`src/rtl/fft_ctrl_pkg.sv`:
```
// rtl/fft_ctrl_pkg.sv - shared state encoding and sizing helper for the fft stream controller
package fft_ctrl_pkg;

  typedef enum logic [2:0] {LOAD, START, RUN, CAPTURE, UNLOAD} fft_ctrl_state_t;

  // Bits needed to count 0..value-1; expects value >= 2.
  function automatic int clog2(input int value);
    int r;
    r = 0;
    for (int i = 0; i < 31; i++) begin
      if ((1 << i) < value) r = i + 1;
    end
    return r;
  endfunction

endpackage

```
`src/rtl/fft_out_buf.sv`:
```
// rtl/fft_out_buf.sv - result buffer: N words of 2*width, sync write, comb read
module fft_out_buf #(
  parameter int DW  = 32,
  parameter int N_2 = 5
) (
  input  logic           clk,
  input  logic           reset,
  input  logic           we,
  input  logic [N_2-1:0] wr_adr,
  input  logic [DW-1:0]  wr_data,
  input  logic [N_2-1:0] rd_adr,
  output logic [DW-1:0]  rd_data
);

  logic [DW-1:0] mem [2**N_2];

  // Reset clears the array so an aborted frame leaves no stale bins behind.
  always_ff @(posedge clk) begin
    if (reset) begin
      for (int i = 0; i < 2**N_2; i++) mem[i] <= '0;
    end else if (we) begin
      mem[wr_adr] <= wr_data;
    end
  end

  assign rd_data = mem[rd_adr];

endmodule

```
`src/rtl/fft_stream_ctrl.sv`:
```
// rtl/fft_stream_ctrl.sv - stream load / start / capture / replay sequencer around the fft core
// Optional: FFT_CTRL_STATS_EN adds frame_cnt and last_latency outputs.
module fft_stream_ctrl
  import fft_ctrl_pkg::*;
#(
  parameter int width   = 16,
  parameter int N_2     = 5,
  parameter int TIMEOUT = 1024
) (
  input  logic               clk,
  input  logic               reset,
  input  logic               in_valid,
  output logic               in_ready,
  input  logic [width-1:0]   in_data,
  output logic               out_valid,
  input  logic               out_ready,
  output logic [2*width-1:0] out_data,
  output logic               out_last,
  output logic               busy,
  output logic               err_timeout,
  output logic               fft_load,
  output logic               fft_start,
  output logic [N_2-1:0]     fft_rd_adr,
  output logic [width-1:0]   fft_rd,
  input  logic [2*width-1:0] fft_wd,
  input  logic               fft_done
`ifdef FFT_CTRL_STATS_EN
  ,
  output logic [31:0]        frame_cnt,
  output logic [31:0]        last_latency
`endif
);

  localparam int N    = 2**N_2;
  localparam int WD_W = clog2(TIMEOUT);
  localparam logic [N_2-1:0]  LAST   = N_2'(N - 1);
  localparam logic [WD_W-1:0] WD_LIM = WD_W'(TIMEOUT - 1);

  fft_ctrl_state_t state;
  logic [N_2-1:0]  ld_cnt;
  logic [N_2-1:0]  cap_cnt;
  logic [N_2-1:0]  ul_cnt;
  logic [WD_W-1:0] wdog;
  logic            cap_we;

  assign in_ready   = (state == LOAD);
  assign fft_load   = in_ready && in_valid;
  assign fft_rd_adr = ld_cnt;
  assign fft_rd     = in_data;
  assign fft_start  = (state == START);
  assign busy       = (state != LOAD);
  assign out_valid  = (state == UNLOAD);
  assign out_last   = out_valid && (ul_cnt == LAST);
  assign cap_we     = ((state == RUN) || (state == CAPTURE)) && fft_done;

  fft_out_buf #(
    .DW  (2*width),
    .N_2 (N_2)
  ) u_buf (
    .clk     (clk),
    .reset   (reset),
    .we      (cap_we),
    .wr_adr  (cap_cnt),
    .wr_data (fft_wd),
    .rd_adr  (ul_cnt),
    .rd_data (out_data)
  );

  // wdog equals the number of cycles since START, so it doubles as the latency measure.
  always_ff @(posedge clk) begin
    if (reset) begin
      state       <= LOAD;
      ld_cnt      <= '0;
      cap_cnt     <= '0;
      ul_cnt      <= '0;
      wdog        <= '0;
      err_timeout <= 1'b0;
    end else begin
      err_timeout <= 1'b0;
      case (state)
        LOAD: begin
          if (in_valid) begin
            ld_cnt <= ld_cnt + 1'b1;
            if (ld_cnt == LAST) begin
              wdog  <= '0;
              state <= START;
            end
          end
        end
        START: begin
          wdog  <= wdog + 1'b1;
          state <= RUN;
        end
        RUN: begin
          if (fft_done) begin
            cap_cnt <= cap_cnt + 1'b1;
            state   <= CAPTURE;
          end else if (wdog == WD_LIM) begin
            err_timeout <= 1'b1;
            state       <= LOAD;
          end else begin
            wdog <= wdog + 1'b1;
          end
        end
        CAPTURE: begin
          if (fft_done) begin
            cap_cnt <= cap_cnt + 1'b1;
            if (cap_cnt == LAST) state <= UNLOAD;
          end
        end
        UNLOAD: begin
          if (out_ready) begin
            ul_cnt <= ul_cnt + 1'b1;
            if (ul_cnt == LAST) state <= LOAD;
          end
        end
        default: state <= LOAD;
      endcase
    end
  end

`ifdef FFT_CTRL_STATS_EN
  always_ff @(posedge clk) begin
    if (reset) begin
      frame_cnt    <= '0;
      last_latency <= '0;
    end else begin
      if (state == UNLOAD && out_ready && ul_cnt == LAST) frame_cnt <= frame_cnt + 1;
      if (state == RUN && fft_done) last_latency <= 32'(wdog);
    end
  end
`endif

endmodule

```
`config.mk`:
```
export PLATFORM = sky130hd
export DESIGN_NAME = fft_stream_ctrl
export DESIGN_NICKNAME = d
export VERILOG_FILES = /design/src/rtl/fft_ctrl_pkg.sv /design/src/rtl/fft_out_buf.sv /design/src/rtl/fft_stream_ctrl.sv
export SDC_FILE = /design/constraint.sdc
export NUM_CORES = 1
export LEC_CHECK = 0
export ABC_AREA = 1
export ABC_CLOCK_PERIOD_IN_PS = 4980
export CAP_MARGIN = 20
export CELL_PAD_IN_SITES_DETAIL_PLACEMENT = 0
export CELL_PAD_IN_SITES_GLOBAL_PLACEMENT = 1
export CORE_MARGIN = 2
export CORE_UTILIZATION = 39
export CTS_CLUSTER_SIZE = 28
export DETAILED_ROUTE_END_ITERATION = 6
export HOLD_SLACK_MARGIN = 0.03
export PLACE_DENSITY_LB_ADDON = 0.1
export SLEW_MARGIN = 25
export SYNTH_ARGS = -nofsm -noshare
export SYNTH_HDL_FRONTEND = slang
export SYNTH_SLANG_ARGS = --single-unit
```
`constraint.sdc`:
```
create_clock -name clk -period 4.98 [get_ports clk]
set_input_delay 1.494 -clock clk [delete_from_list [all_inputs] [get_ports clk]]
set_output_delay 1.494 -clock clk [all_outputs]
set_load 0.05 [all_outputs]
```
# --- After elaboration in Yosys (flattened, before gate mapping) ---
# Memories as Yosys holds them, arrays and structs flattened. A register that Yosys moved wholly into a read port is not among the register bits.
# Index checks and enable logic that the tools add are counted.
# Widths: inputs -> output; s select.
word_totals:
  n_memories: 1
  register_bits: 29
  in_bits: 53
  latch_bits: 0
  output_inout_bits: 60
  romBits: 0
  mem_bits_rw: 1024
  word_cells: 69
classes:
  reduce_logical: 15
  multipliers: 0
  add_sub_neg: 4
  n_eq_ne: 17
  n_mux: 25
  n_bitwise: 1
  n_lt_le_gt_ge: 0
  n_shift: 0
  div_mod_pow: 0
memory_table:
  columns: ["memory", "depth", "word_bits", "read_ports", "rd_clocked_by_memory_dff", "wr", "line", "source"]
  rows:
  - ["u_buf.mem", 32, 32, 1, 1, 32, "fft_out_buf.sv:15", "logic [DW-1:0] mem [2**N_2];"]
op_table:
  columns: ["cell", "count"]
  rows:
  - ["$mux 10", 4]
  - ["$mux 32", 1]
  - ["$reduce_or 32->1", 1]
  - ["$pmux 10 s3", 1]
  - ["$mux 3", 8]
  - ["$add 5x1->5 const B", 3]
  - ["$eq 5x5->1 const B", 3]
  - ["$mux 5", 3]
  - ["$pmux 3 s5", 1]
  - ["$add 10x1->10 const B", 1]
  - ["$eq 10x10->1 const B", 1]
  - ["$ne 2x1->1 const B", 4]
  - ["$ne 2x2->1 const B", 4]
  - ["$mux 1", 7]
  - ["$reduce_and 7->1", 1]
  - ["$eq 3x2->1 const B", 2]
  - ["$reduce_and 2->1", 3]
  - ["$reduce_bool 3->1", 2]
  - ["$reduce_and 5->1", 1]
  - ["$eq 3x1->1 const B", 1]
  - ["$eq 3x3->1 const B", 1]
  - ["$logic_and 1x1->1", 3]
  - ["$logic_not 3->1", 1]
  - ["$ne 3x2->1 const B", 1]
  - ["other kinds (4)", 4]

# --- Longest topological paths before layout ---
# Gate-level depths: netlist of run 1.
depth:
  word_depth: 8
  mapped_depth: 13
  depth_no_buf: 13

# --- Modules after synthesis ---
# Synthesis of run 1 repeated with hierarchy kept, for this count alone.
unflattened:
  hier_cells: 5049
  area_unflattened_um2: 48434.0
modules_own_cells:
  columns: ["mod", "seq_area_each_um2", "cells_per_inst", "area_each_um2", "instances"]
  rows:
  - ["fft_out_buf", 30749.5, 4789, 46677.3, 1]
  - ["fft_stream_ctrl", 580.6, 260, 1756.7, 1]

# --- Worst setup path before layout of run 1 ---
# OpenSTA, ideal clock, no wires.
synth_timing:
  path_type: "input -> register"
  start: "input port reset"
  end: "memory u_buf.mem[10][0], enable pin"
  slack_ps: 1436
  arrival_ps: 3154
  required_ps: 4591
  cell_stages: 5
  path_buffers: 2
  setup_ps: 389
  path_cell_list: "clkbuf_1 > nor4_1 > nand2_1 > buf_2 > nand2_1"
synth_lines:
  columns: ["item", "line", "source"]
  rows:
  - ["start, declared", "fft_stream_ctrl.sv:11", "input logic reset,"]
  - ["end, declared", "fft_out_buf.sv:15", null]

==> results of run 1 <==
[report_power, final]
group / internal, mW / switching [mW]
Combinational: 0.687 / 1.74
Sequential: 10.1 / 0.121
Clock: 4.97 / 3.66
Total: 15.7 / 5.53
[layout make-up]
cell class | count | area (µm²) | area share, %
Sequential cell | 1058 | 31450 | 57.27
Multi-Input combinational cell | 3478 | 14370 | 26.18
Clock buffer | 146 | 3141 | 5.720
Timing Repair Buffer | 244 | 2944 | 5.362
Tap cell | 1625 | 2033 | 3.703
Clock inverter | 78 | 643.1 | 1.171
Inverter | 80 | 325.3 | 0.5925
[sequential cells by signal, summed over array words and instances (netlist names), named ones only]
register / flops
cap_cnt: 5
err_timeout: 1
fft_rd_adr: 5
state: 3
u_buf.mem: 1024
ul_cnt: 5
wdog: 10
[cell usage in the layout, fill, tap and decap left out, types with 2 or more instances in the layout]
cell type	n
xor2_1	3
inv_2	4
nor2_2	2
edfxtp_1	1024
buf_16	2
clkinv_2	37
buf_4	118
nand3b_1	2
nand2_1	1511
nand2_2	49
ha_1	10
nor3_1	5
nand3_1	790
dfxtp_4	4
nor2_1	1056
a21oi_1	22
nand4_1	4
dfxtp_1	30
bufinv_16	10
clkdlybuf4s50_1	47
nor4_1	7
inv_6	6
clkinv_1	24
clkbuf_1	22
buf_12	74
clkbuf_16	121
o21ai_0	15
clkbuf_8	4
inv_1	73
[cells by family after synthesis]
kind of cell	after synthesis	synth area share [%]
xor+xnor	3	0.05500
flops	1058	65.77
compound gates	38	0.4032
simple gates	3427	29.11
fa+ha+maj	10	0.2618
buf+inv	515	4.399
[layer usage]
layer	share of wire (%)	track usage, %	up-vias	routed length [µm]
li1	-	-	16560	-
met1	45	34.77	17430	69920
met2	47	39.18	988	72550
met3	5.4	3.227	204	8429
met4	2.5	7.339	0	3822
met5	0	0	-	0
[metrics by stage]
step,worst slack (ns),hold WS [ns],cell area [µm²],total power [mW],std cells
2_1_floorplan,1.436,0.4637,47790,11.77,5051
3_3_place_gp,0.8448,0.4676,51060,12.79,6483
3_5_place_dp,0.8496,0.4713,51060,12.80,6483
4_1_cts,0.03563,0.4889,54840,21.41,6707
5_1_grt,0.04837,0.5266,54910,21.98,6709
6_report,0.2109,0.4844,54910,21.24,6709
[worst max-delay path: stages, from the launching register on]
cell     delay, ns
dfxtp_4       0.68
buf_16        0.50
nand2_1       0.11
nand3_1       0.11
nand3_1       0.12
nand2_1       0.20
nand2_1       0.08
nand2_1       0.10
nand2_1       0.08
nand2_1       0.28
buf_12        0.18
[worst max path at each step]
stage | startpoint | endpoint | slack [ns]
after global routing | flop | out_data[2] | 0.05
after CTS | flop | out_data[23] | 0.04
after floorplan | reset | u_buf.mem[10][0]$_SDFFCE_PN0P_ | 1.44
final | flop | out_data[14] | 0.21
after global placement | flop | out_data[31] | 0.84
after detailed placement | flop | out_data[23] | 0.85
[what timing repair did]
action	4_1_cts	5_1_grt
buffers inserted	0	1
resized for setup	0	5
setup endpoints to repair	0	29
hold buffers	0	0
==> run summary, run 1 <==
The pin count of the biggest net entering global routing is 142. The path class of the tightest hold or removal check is flop to flop. The sequential share of the synthesized area is 65.77%.

The worst clock skew came out at 0.02025 ns. The max-slew violation count came out at 0. Yosys attributes the largest share of cell area to edfxtp_1, nand2_1, nor2_1, nand3_1, clkbuf_1. The static leakage is 22.00 nW. The synthesized area per cell is 9.461 µm².

The routed length per instance is 23.06 µm. Of all cell types, the one taking the most synthesized area is edfxtp_1. The critical path data arrival time is 3.28 ns. Routability-driven placement finished with a final weighted congestion of 0.8001. TritonCTS built the clock tree. The filler cells instantiated in the layout total 11690. The number of optimization iterations in the first detailed-route pass came out at 5. The number of synthesized flops with an enable pin came out at 1024.

The total routing usage reported by global routing is 24.48%. The number of nets produced by synthesis is 5114. The maximum number of buffers from clock root to sink is 3. The setup path with the least slack is of type flop to output pin.

For the pin with the worst max-slew slack, the measured transition is 0.8847 ns. The cell area after technology mapping is 0.04779 mm². Counting flops with an async set or reset pin after synthesis yields a share of 0%. The overall die width is 354.0 µm.

The maximum achievable frequency came out at 0.2097 GHz. The final-report setup violation count came out at 0. The total detailed-routing wirelength came out at 154.7 mm. The number of hold violations in the final report is 0.

The unique cell type count in the Yosys netlist is 24. The source of the worst hold timing path is fft_rd_adr[3]$_SDFFE_PP0P_. The worst relative slew slack is 41.02%. The worst hold path terminates at fft_rd_adr[3]$_SDFFE_PP0P_.

The run finished with clean final reports. The worst register-to-register path begins at state[1]$_SDFFE_PP0P_. STA classifies the critical path startpoint as a flop. The data required time at the worst endpoint came out at 3.49 ns. The number of rows created at floorplan came out at 128.

The total number of H-tree levels came out at 3. The clock latency on the worst-skew pair came out at 0.73 ns. The area inside the core boundary is 0.1217 mm². The cell count of the worst hold path is 1.

For this run, the number of Yosys warnings is 0. The detailed placement HPWL came out at 85.42 mm. Cells fill 45.11% of the core in the end. The layout cell share with drive strength beyond 1 came out at 8.615%. The clock sink count came out at 1058. The endpoint identified for the worst register-to-register timing path is u_buf.mem[6][23]$_SDFFCE_PN0P_. By count the netlist is led by nand2_1, nor2_1, edfxtp_1.

The portion of the clock cycle consumed by the worst path in the final layout came out at 95.76%. The residual DRC count is 0. The most numerous cell in the Yosys netlist is nand2_1. Pin placement for this block handled 113 I/O pins. The detailed router placed 35180 vias in this run.

The number of vias per cell came out at 5.244. In this run, the number of DRC markers left after iteration 0 of detailed routing was 3449. The die extent in y came out at 354.0 µm. The total clock buffers created by CTS is 119. The wire length of the first global-routing pass came out at 228.5 mm. Setup repair after global routing left no endpoint under its margin. The initial antenna violation count is 0. The count of mapped cells out of synthesis is 5051. 0 antenna diodes ended up in the layout.

The clock period minus final worst setup slack is 4.769 ns. For flop-to-flop paths, the worst setup slack is 2.45 ns. For this design the ratio of total power to cell area is 386.9 mW/mm². Of all nets on the critical path, the largest fanout is 125. The die area is 0.1253 mm². STA classifies the critical path endpoint as an output pin.

The net count of the finished layout is 5044. Clock-pin slew was measured on the worst setup and hold paths at 0.06 ns. The number of port buffers came out at 80. The logic depth of the worst register-to-register path came out at 7. The buffer cell driving the clock tree root is clkbuf_16. The remaining antenna violation count after routing came out at 0. The aggregate global routing overflow came out at 0.

In this run the biggest area consumer among cell types represents 64.35% of the synthesized area. The starting density of the core is 39.26%. The via count of the first global-routing pass was 34180. The most used flip-flop cell after synthesis is edfxtp_1. After routing, the total negative slack on setup checks comes to 0 ns.

The number of synthesized register bits came out at 1058. The tool flagged a number of max-cap violations equal to 0. The maximum vdd ir drop came out at 0.0002792 V. The synthesis-to-layout area growth is 14.90%.
(Power assumes the default switching activity.)
==> inputs of run 2 (changes only) <==
Settings changed: CORE_MARGIN 2 to 3, CORE_UTILIZATION 39 to 53.
==> run 2 against run 1 <==
  * Sequential cell count stayed put
  * Highest routed layer unchanged
  * Sequential power hardly changed
  * Sequential share of layout area is 1.1 points higher
  * Die area is 25% lower
  * Power is 2.3% lower
  * Register-to-register slack hardly changed
  * Final area is 2.0% lower
  * Routed wire length is 8.4% lower
  * Critical path depth is 1 higher
  * Critical endpoint is now out_data[11]
  * Largest cell class unchanged
==> run summary, run 2 (synthesis results as in run 1) <==
The maximum achievable frequency is 0.2121 GHz (was 0.2097 GHz). The clock sink count is 1058 (unchanged). The net count of the finished layout came out at 5015 (was 5044). The synthesis-to-layout area growth is 12.65% (was 14.90%). The remaining antenna violation count after routing is 0 (unchanged).

The clock transition at the registers of the reported paths came out at 0.06 ns (about the same). The transition time at the pin with the least slew margin came out at 1.059 ns (was 0.8847 ns). The largest fanout on the critical path was 62 (was 125). The clock latency on the worst-skew pair is 0.67 ns (was 0.73 ns).

The worst clock skew is 0.01234 ns (was 0.02025 ns). The reg2reg setup slack is 2.45 ns (about the same). The total routing usage reported by global routing is 30.07% (was 24.48%). The detailed placement HPWL came out at 77.22 mm (was 85.42 mm). The total negative slack came to 0 ns (unchanged). The maximum vdd ir drop came out at 0.0003566 V (was 0.0002792 V). The total power is 20.75 mW (was 21.24 mW). The via count of the first global-routing pass came out at 34260 (was 34180). The total number of H-tree levels is 3 (unchanged).

Commonest cells after routing, fill and taps aside: nand2_1, nor2_1, edfxtp_1, nand3_1, clkbuf_16 (unchanged). The count of buffers added by post-CTS timing repair for setup was 0 (unchanged). The antenna diode instance count came to 0 (unchanged). The TritonCTS clock tree is done (unchanged). The max-slew violation count came to 0 (unchanged).

The critical path data arrival time is 3.22 ns (was 3.28 ns). The number of rows created at floorplan is 109 (was 128). The class of the tightest hold or removal check was flop to flop (unchanged).

The starting density of the core is 53.74% (was 39.26%). The quantity of hold-fixing buffers added after cts is 0 (unchanged). The count of cells resized by post-cts repair is 0 (unchanged). RSZ-0062 raised after global routing: false (unchanged). The area inside the core boundary is 0.08892 mm² (was 0.1217 mm²). The register with the most flip-flops is u_buf.mem (unchanged).

The pin count of the biggest net entering global routing is 151 (was 142). The layout cell share with drive strength beyond 1 came out at 7.357% (was 8.615%). Status: complete, no violations (unchanged). The number of port buffers was 80 (unchanged). The routed length per instance came out at 22.82 µm (was 23.06 µm). The clock period minus final worst setup slack is 4.714 ns (was 4.769 ns). The data required time at the worst endpoint is 3.49 ns (about the same). The buffer cell driving the clock tree root is clkbuf_16 (unchanged). The aggregate global routing overflow is 0 (unchanged).

The total clock buffers created by CTS is 110 (was 119). The initial antenna violation count is 0 (unchanged). The portion of the clock cycle consumed by the worst path in the final layout is 94.66% (was 95.76%). The wire length of the first global-routing pass is 213.4 mm (was 228.5 mm).

The number of vias per cell is 5.757 (was 5.244). The residual DRC count came to 0 (unchanged). The initial detailed-routing violation count came out at 3946 (was 3449). The die area is 0.09380 mm² (was 0.1253 mm²). The power density over the cells was 385.4 mW/mm² (was 386.9 mW/mm²).

The kind of launch point of the worst setup path is a flop (unchanged). The die extent in y is 306.3 µm (was 354.0 µm). The top-level I/O count is 113 (unchanged). The category of the most critical setup path is flop to output pin (unchanged). The leading cell type in the layout, fill and taps excluded is nand2_1 (unchanged). The total detailed-routing wirelength is 141.7 mm (was 154.7 mm). The final-report setup violation count came out at 0 (unchanged).

The number of optimization iterations in the first detailed-route pass is 6 (was 5). The sort of element at the end of the critical path was an output pin (unchanged). The worst relative slew slack came out at 29.43% (was 41.02%). The overall die width came out at 306.3 µm (was 354.0 µm). Biggest regs: u_buf.mem (1024), wdog (10) (unchanged). The flip-flop count of the largest register, all copies and words added is 1024 (unchanged). The number of hold violations in the final report came out at 0 (unchanged). The static leakage came out at 21.69 nW (was 22.00 nW). The total number of vias came out at 35740 (was 35180). The final weighted congestion in routability-driven placement came out at 0.8257 (was 0.8001).

The max-capacitance violation count came out at 0 (unchanged). The maximum number of buffers from clock root to sink came out at 3 (unchanged).
[run 2: layout make-up]
| type | instances | area, µm² |
|---|---|---|
| multi-input cells | 3478 | 14320 |
| clock buffers | 142 | 2934 |
| well taps | 1165 | 1458 |
| inverters | 80 | 320.3 |
| fillers | 7510 | 35090 |
| flip-flops and latches | 1058 | 31440 |
| clock inverters | 61 | 624.3 |
| repair buffers | 224 | 2738 |
[run 2: report_power, final]
part | internal [mW] | switching [mW]
combinational | 0.675 | 1.69
sequential | 10.1 | 0.120
clock | 4.80 | 3.41
[run 2: metal layers]
layer | global-route usage (%) | share of wire, % | wire [µm] | vias to the layer above
met2 | 47.88 | 46 | 65400 | 1655
li1 | - | - | - | 16490
met3 | 4.124 | 8.8 | 12480 | 227
met1 | 43.45 | 42 | 59770 | 17370
met5 | 0 | 0 | 0 | -
met4 | 9.073 | 2.8 | 4019 | 0
[run 2: worst max-delay path: stages, from the launching register on]
cell and delay [ns]:
dfxtp_4 0.48, inv_8 0.48, buf_4 0.36, nand2_1 0.08
nand3_1 0.08, nand3_1 0.16, nand2_1 0.21, nand2_1 0.09
nand2_1 0.08, nand2_1 0.06, nand2_1 0.21, buf_12 0.17
[run 2: final timing paths]
| check | from | endpoint | cells after the start |
|---|---|---|---|
| setup / recovery | flop | out_data[11] | 11 |
| hold / removal | fft_rd_adr[3]$_SDFFE_PP0P_ | fft_rd_adr[3]$_SDFFE_PP0P_ | 1 |
| hold reg to reg | fft_rd_adr[3]$_SDFFE_PP0P_ | fft_rd_adr[3]$_SDFFE_PP0P_ | 1 |
| setup reg to reg | cap_cnt[2]$_SDFFE_PP0P_ | u_buf.mem[6][28]$_SDFFCE_PN0P_ | 5 |
[run 2: stage by stage]
stage	hold WS [ns]	setup WS [ns]	instances	utilization (%)	area, µm²
6_report	0.4890	0.2659	6208	60.54	53830
5_1_grt	0.5153	0.1176	6208	60.54	53830
4_1_cts	0.4902	0.2476	6208	60.54	53830
3_5_place_dp	0.4622	0.8952	6005	56.54	50270
3_3_place_gp	0.4609	0.9469	6005	56.54	50270
2_1_floorplan	0.4637	1.436	5051	-	47790
